<file path="config.mk">
export PLATFORM = sky130hd
export DESIGN_NAME = fb_port_arbiter
export DESIGN_NICKNAME = d
export VERILOG_FILES = /design/src/rtl/fb_port_arbiter.sv
export SDC_FILE = /design/constraint.sdc
export NUM_CORES = 1
export LEC_CHECK = 0
export ABC_AREA = 1
export CORE_ASPECT_RATIO = 1.75
export CORE_MARGIN = 2
export CORE_UTILIZATION = 30
export CTS_CLUSTER_SIZE = 30
export DETAILED_ROUTE_END_ITERATION = 10
export REMOVE_ABC_BUFFERS = 1
export SLEW_MARGIN = 20
export SYNTH_ARGS = -nofsm -noshare
export SYNTH_HDL_FRONTEND = slang
export SYNTH_SLANG_ARGS = --single-unit
</file>
<file path="constraint.sdc">
create_clock -name clk -period 2.6 [get_ports clk]
set_input_delay 0.26 -clock clk [delete_from_list [all_inputs] [get_ports clk]]
set_output_delay 0.26 -clock clk [all_outputs]
set_load 0.01 [all_outputs]
</file>
<file path="src/rtl/fb_port_arbiter.sv">
// Frame-buffer port arbiter: VGA reads take absolute priority with fixed latency,
// camera writes are buffered and drained on idle cycles. Optional stats: FB_ARB_STATS_EN.
module fb_port_arbiter #(
    parameter int ADDR_W      = 17,
    parameter int DATA_W      = 16,
    parameter int WFIFO_DEPTH = 8,
    parameter int RD_LAT      = 1
) (
    input  logic              clk,
    input  logic              reset,
    input  logic              rd_req,
    input  logic [ADDR_W-1:0] rd_addr,
    output logic [DATA_W-1:0] rd_data,
    output logic              rd_valid,
    input  logic              wr_valid,
    output logic              wr_ready,
    input  logic [ADDR_W-1:0] wr_addr,
    input  logic [DATA_W-1:0] wr_data,
    input  logic              frame_start,
    output logic              mem_en,
    output logic              mem_we,
    output logic [ADDR_W-1:0] mem_addr,
    output logic [DATA_W-1:0] mem_wdata,
    input  logic [DATA_W-1:0] mem_rdata,
    output logic [1:0]        grant,
    output logic              late_err
`ifdef FB_ARB_STATS_EN
    ,
    output logic [31:0]       stat_rd_cnt,
    output logic [31:0]       stat_wr_cnt,
    output logic [7:0]        stat_stall_max
`endif
);

    localparam int PTR_W  = $clog2(WFIFO_DEPTH);
    localparam int CNT_W  = PTR_W + 1;
    localparam int PIPE_W = RD_LAT + 1;

    localparam logic [1:0] GNT_IDLE  = 2'd0;
    localparam logic [1:0] GNT_READ  = 2'd1;
    localparam logic [1:0] GNT_WRITE = 2'd2;

    localparam logic [CNT_W-1:0] DEPTH_C = CNT_W'(WFIFO_DEPTH);

    logic [ADDR_W-1:0] fifo_addr_mem [WFIFO_DEPTH];
    logic [DATA_W-1:0] fifo_data_mem [WFIFO_DEPTH];

    logic [PTR_W-1:0]  wptr_q, wptr_d, rptr_q, rptr_d;
    logic [CNT_W-1:0]  count_q, count_d;
    logic [1:0]        grant_q, grant_d;
    logic              mem_en_q, mem_en_d, mem_we_q, mem_we_d;
    logic [ADDR_W-1:0] mem_addr_q, mem_addr_d;
    logic [DATA_W-1:0] mem_wdata_q, mem_wdata_d;
    logic [PIPE_W-1:0] rd_pipe_q, rd_pipe_d;
    logic              rd_valid_q, rd_valid_d;
    logic [DATA_W-1:0] rd_data_q, rd_data_d;
    logic              late_err_q, late_err_d;

    logic full, empty, push, pop;

    // Ready looks only at the registered count, so a pop never frees a slot in the same cycle.
    assign full  = (count_q == DEPTH_C);
    assign empty = (count_q == '0);
    assign push  = wr_valid && !full;
    assign pop   = !rd_req && !empty;

    always_comb begin
        wptr_d      = push ? wptr_q + PTR_W'(1) : wptr_q;
        rptr_d      = pop  ? rptr_q + PTR_W'(1) : rptr_q;
        count_d     = count_q;
        if (push && !pop)
            count_d = count_q + CNT_W'(1);
        else if (pop && !push)
            count_d = count_q - CNT_W'(1);

        grant_d     = GNT_IDLE;
        mem_en_d    = 1'b0;
        mem_we_d    = 1'b0;
        mem_addr_d  = mem_addr_q;
        mem_wdata_d = mem_wdata_q;
        if (rd_req) begin
            grant_d    = GNT_READ;
            mem_en_d   = 1'b1;
            mem_addr_d = rd_addr;
        end else if (!empty) begin
            grant_d     = GNT_WRITE;
            mem_en_d    = 1'b1;
            mem_we_d    = 1'b1;
            mem_addr_d  = fifo_addr_mem[rptr_q];
            mem_wdata_d = fifo_data_mem[rptr_q];
        end

        // Bit 0 marks the cycle the BRAM sees the read; bit RD_LAT marks mem_rdata valid.
        if (PIPE_W > 1)
            rd_pipe_d = {rd_pipe_q[PIPE_W-2:0], rd_req};
        else
            rd_pipe_d = rd_req;
        rd_valid_d = rd_pipe_q[RD_LAT];
        rd_data_d  = rd_pipe_q[RD_LAT] ? mem_rdata : rd_data_q;

        late_err_d = late_err_q | (frame_start && !empty);
    end

    always_ff @(posedge clk) begin
        if (push) begin
            fifo_addr_mem[wptr_q] <= wr_addr;
            fifo_data_mem[wptr_q] <= wr_data;
        end
    end

    always_ff @(posedge clk) begin
        if (reset) begin
            wptr_q      <= '0;
            rptr_q      <= '0;
            count_q     <= '0;
            grant_q     <= GNT_IDLE;
            mem_en_q    <= 1'b0;
            mem_we_q    <= 1'b0;
            mem_addr_q  <= '0;
            mem_wdata_q <= '0;
            rd_pipe_q   <= '0;
            rd_valid_q  <= 1'b0;
            rd_data_q   <= '0;
            late_err_q  <= 1'b0;
        end else begin
            wptr_q      <= wptr_d;
            rptr_q      <= rptr_d;
            count_q     <= count_d;
            grant_q     <= grant_d;
            mem_en_q    <= mem_en_d;
            mem_we_q    <= mem_we_d;
            mem_addr_q  <= mem_addr_d;
            mem_wdata_q <= mem_wdata_d;
            rd_pipe_q   <= rd_pipe_d;
            rd_valid_q  <= rd_valid_d;
            rd_data_q   <= rd_data_d;
            late_err_q  <= late_err_d;
        end
    end

    assign wr_ready  = !full;
    assign grant     = grant_q;
    assign mem_en    = mem_en_q;
    assign mem_we    = mem_we_q;
    assign mem_addr  = mem_addr_q;
    assign mem_wdata = mem_wdata_q;
    assign rd_valid  = rd_valid_q;
    assign rd_data   = rd_data_q;
    assign late_err  = late_err_q;

`ifdef FB_ARB_STATS_EN
    logic [31:0] stat_rd_cnt_q, stat_rd_cnt_d;
    logic [31:0] stat_wr_cnt_q, stat_wr_cnt_d;
    logic [7:0]  stall_run_q, stall_run_d;
    logic [7:0]  stat_stall_max_q, stat_stall_max_d;

    always_comb begin
        stat_rd_cnt_d    = stat_rd_cnt_q;
        stat_wr_cnt_d    = stat_wr_cnt_q;
        stat_stall_max_d = stat_stall_max_q;
        if (grant_d == GNT_READ && stat_rd_cnt_q != '1)
            stat_rd_cnt_d = stat_rd_cnt_q + 32'd1;
        if (grant_d == GNT_WRITE && stat_wr_cnt_q != '1)
            stat_wr_cnt_d = stat_wr_cnt_q + 32'd1;
        stall_run_d = 8'd0;
        if (full && rd_req)
            stall_run_d = (stall_run_q == 8'hFF) ? stall_run_q : stall_run_q + 8'd1;
        if (stall_run_d > stat_stall_max_q)
            stat_stall_max_d = stall_run_d;
        if (frame_start) begin
            stat_rd_cnt_d    = '0;
            stat_wr_cnt_d    = '0;
            stall_run_d      = '0;
            stat_stall_max_d = '0;
        end
    end

    always_ff @(posedge clk) begin
        if (reset) begin
            stat_rd_cnt_q    <= '0;
            stat_wr_cnt_q    <= '0;
            stall_run_q      <= '0;
            stat_stall_max_q <= '0;
        end else begin
            stat_rd_cnt_q    <= stat_rd_cnt_d;
            stat_wr_cnt_q    <= stat_wr_cnt_d;
            stall_run_q      <= stall_run_d;
            stat_stall_max_q <= stat_stall_max_d;
        end
    end

    assign stat_rd_cnt    = stat_rd_cnt_q;
    assign stat_wr_cnt    = stat_wr_cnt_q;
    assign stat_stall_max = stat_stall_max_q;
`endif

endmodule

</file>
==> metrics <==
Clock transition at path regs=roughly 0.07 ns; number of flops mapped to enable cells by yosys=about 260; Vias=between 9,000 and 10,000; final hold violation count=0; synthesized instance count=~1,300; 1st-pass router iterations=5; First DRT Iteration DRCs=roughly 540; post-detail-place hpwl=about 22,000 um; hold depth=3; mapped cell area=between 10,000 and 15,000 sq um; metal3 WL=approximately 1500 um; clk_lat worst skew=around 0.56 ns; initial cell density of the core=30.2%; P per Cell Area=between 800 and 900 nW/um^2; mean area per synthesized cell=about 10 sq um; HP Class=in -> reg; initial antenna violation count=1; Clock Root Buffer=clkbuf_16; Nets=around 1,500; Peak VDD IR=~0.47 mV; setup ws final=0.254 ns; # resized after CTS=0; Synth area leaders=edfxtp_1 58%, dfxtp_1 10%, nand2_1 10%; Worst Max-Slew Pin Slew=0.895 ns; top cell type by total area after synthesis=edfxtp_1; Max Cap Violations=0; YS warnings=0; DR vias/cell=~4.6; first-pass GRT wire length=53,300 um; power share of the sequential group=45.3%; Worst Path Max Fanout=6; Synth Register Bits=332; layout cells sized above 1=6.83%; most frequent cell after synthesis=nand2_1; pre-CTS setup slack=about 0.17 ns; worst reg2reg setup slack=around 0.25 ns; final cell count without fillers=approximately 2,000; hold_buf cts=0; reg2reg start=count_q[1]; Max Used Layer=met5; IO Count=127; Worst setup EP type=flop; CTS Buf Count=29; Fillers=4,358; final wirelength=~35,000 um; routed wl met2=19,200 um; synth-to-layout area growth=21.4%; multi-input combinational cell area=roughly 3300 sq um; met1 WL=roughly 13,000 um; grt ovf=0; largest net degree at the start of global routing=66; number of setup buffers added after CTS=0; RSZ-0062 raised after global routing=no; critical path capture point=count_q[3]; r2r worst-path depth=13; # DRC=0; CTS max path bufs=3; NetSw=4.40 mW; Period minus WS final=roughly 2.3 ns; Final GP Congestion=~0.8; DR WL/cell=about 17 um; Total GRT Usage=between 10 and 15%; I/O Buffers=126; Slew headroom=40.3%; Main synth FF type=edfxtp_1; Reg area=slightly above 9000 sq um; # setup viols final=0; Arr. time, crit path=about 2.8 ns; placed insts=1,988; Die Ht=286 um; die footprint=roughly 47,000 sq um; Layout Skew=just over 0.009 ns; leakage=around 6.6 nW; Fmax=about 430 MHz; diode count=0; sw frac=approximately 31%; Antenna Nets Post-Route=0; row cnt=between 100 and 150; Yosys top cell area share=around three fifths; reg2reg end=count_q[3]; Clk pwr share=between 20% and 30%; vias in the first global route=between 9,000 and 10,000; CORE AREA=45,000 sq um; critical path startpoint category=flop; Req. time, crit path=roughly 3.0 ns; Pint=between 9 and 10 mW; H-Tree Depth=1; critical path class=reg -> reg; die width=around 160 um; synth cell count leaders=361 x nand2_1, 264 x edfxtp_1, 209 x nand3_1; clock sinks=332; Seq/Total Area, Yosys=between 60% and 70%; TritonCTS clock tree=built; Max Slew Vio Count=0; period utilization=90.2%; Yosys cell types=23; Logic pwr share=between 20% and 30%; Worst Setup SP=count_q[1]; asr flop ratio synth=0%; status=complete, no violations
through the flow:
| step | setup TNS [ns] | power [mW] | hold WS (ns) | utilization [%] | area (sq um) |
|---|---|---|---|---|---|
| after floorplan | -37.33 | 8.50 | 0.329 | - | 13200 |
| after global placement | 0 | 10.1 | 0.420 | 34.7 | 15600 |
| after detailed placement | 0 | 10.1 | 0.422 | 34.7 | 15600 |
| after CTS | 0 | 14.3 | 0.261 | 36.7 | 16500 |
| after global routing | 0 | 14.9 | 0.283 | 36.7 | 16500 |
| final | 0 | 14.2 | 0.292 | 36.7 | 16500 |
worst min-delay path by stage:
stage	slack, ns	endpoint	from
after global routing	0.28	rd_data[9]	mem_rdata[9]
after CTS	0.26	rd_data[7]	mem_rdata[7]
after floorplan	0.33	count_q[3]	reset
after global placement	0.42	rd_pipe_q[1]	rd_pipe_q[0]
after detailed placement	0.42	rd_pipe_q[1]	rd_pipe_q[0]
final	0.29	rd_data[7]	mem_rdata[7]
metal layers:
metal	vias to the layer above	global-route usage [%]
li1	4546	-
met1	4481	16.3
met2	205	28.4
met3	66	1.99
met4	2	5.17
met5	-	0
cell type report:
| cell class | instances | area share (%) |
|---|---|---|
| clock inverters | 15 | 0.781 |
| well taps | 577 | 4.37 |
| repair buffers | 159 | 9.57 |
| clock buffers | 38 | 4.78 |
| inverters | 193 | 4.39 |
| flip-flops and latches | 332 | 56.3 |
| multi-input cells | 727 | 19.8 |
registers in the layout, summed over array words and instances (netlist names), named ones only:
name,flops
mem_wdata,16
mem_addr,17
rd_pipe_q,2
count_q,4
late_err,1
rptr_q,3
grant,1
mem_en,1
rd_valid,1
fifo_data_mem,128
fifo_addr_mem,136
rd_data,16
wptr_q,3
cells by family (layout without fill, tap and decap cells):
kind of cell / after synthesis / count (layout) / synth area share [%]
AO/OA/AOI/OAI: 77 / 77 / 3.04
XOR/XNOR: 2 / 2 / 0.129
flip-flops: 332 / 332 / 68.3
buffers and inverters: 260 / 405 / 8.10
AND/OR/NAND/NOR: 642 / 642 / 19.8
adder cells (fa/ha/maj): 6 / 6 / 0.607
critical path: stages (launching register included):
cell,delay (ns)
dfxtp_1,0.38
nor2_2,0.18
nand3_1,0.12
nand2_1,0.20
inv_1,0.10
ha_1,0.23
inv_1,0.15
ha_1,0.29
a21oi_1,0.21
nand2_1,0.09
o21ai_0,0.08
nand2_1,0.07
nand2_1,0.06
a21oi_1,0.05
power groups by stage:
stage	Sequential (mW)	Combinational (mW)	Clock, mW
2_1_floorplan	6.73	1.77	0
3_3_place_gp	6.52	3.53	0
3_5_place_dp	6.53	3.59	0
4_1_cts	6.42	3.61	4.31
5_1_grt	6.46	3.96	4.53
6_report	6.41	3.55	4.20
layout by cell type (no fill, tap or decap):
cell / n
bufinv_16: 2
clkinv_4: 2
clkinv_1: 5
a21oi_1: 36
clkdlybuf4s50_1: 125
edfxtp_1: 264
inv_2: 6
clkbuf_8: 3
nor2_4: 8
clkinv_2: 8
nor2_2: 2
nand3_1: 209
nand2_1: 361
clkbuf_16: 29
inv_1: 185
nor2_1: 56
nand3_2: 1
buf_4: 27
o21ai_0: 30
dfxtp_1: 66
ha_1: 5
a21boi_0: 11
nand2_2: 3
buf_2: 1
dfxtp_2: 2
clkbuf_1: 6
and3_1: 2
buf_12: 6
xor2_1: 2
fa_1: 1
(Power assumes the default switching activity.)
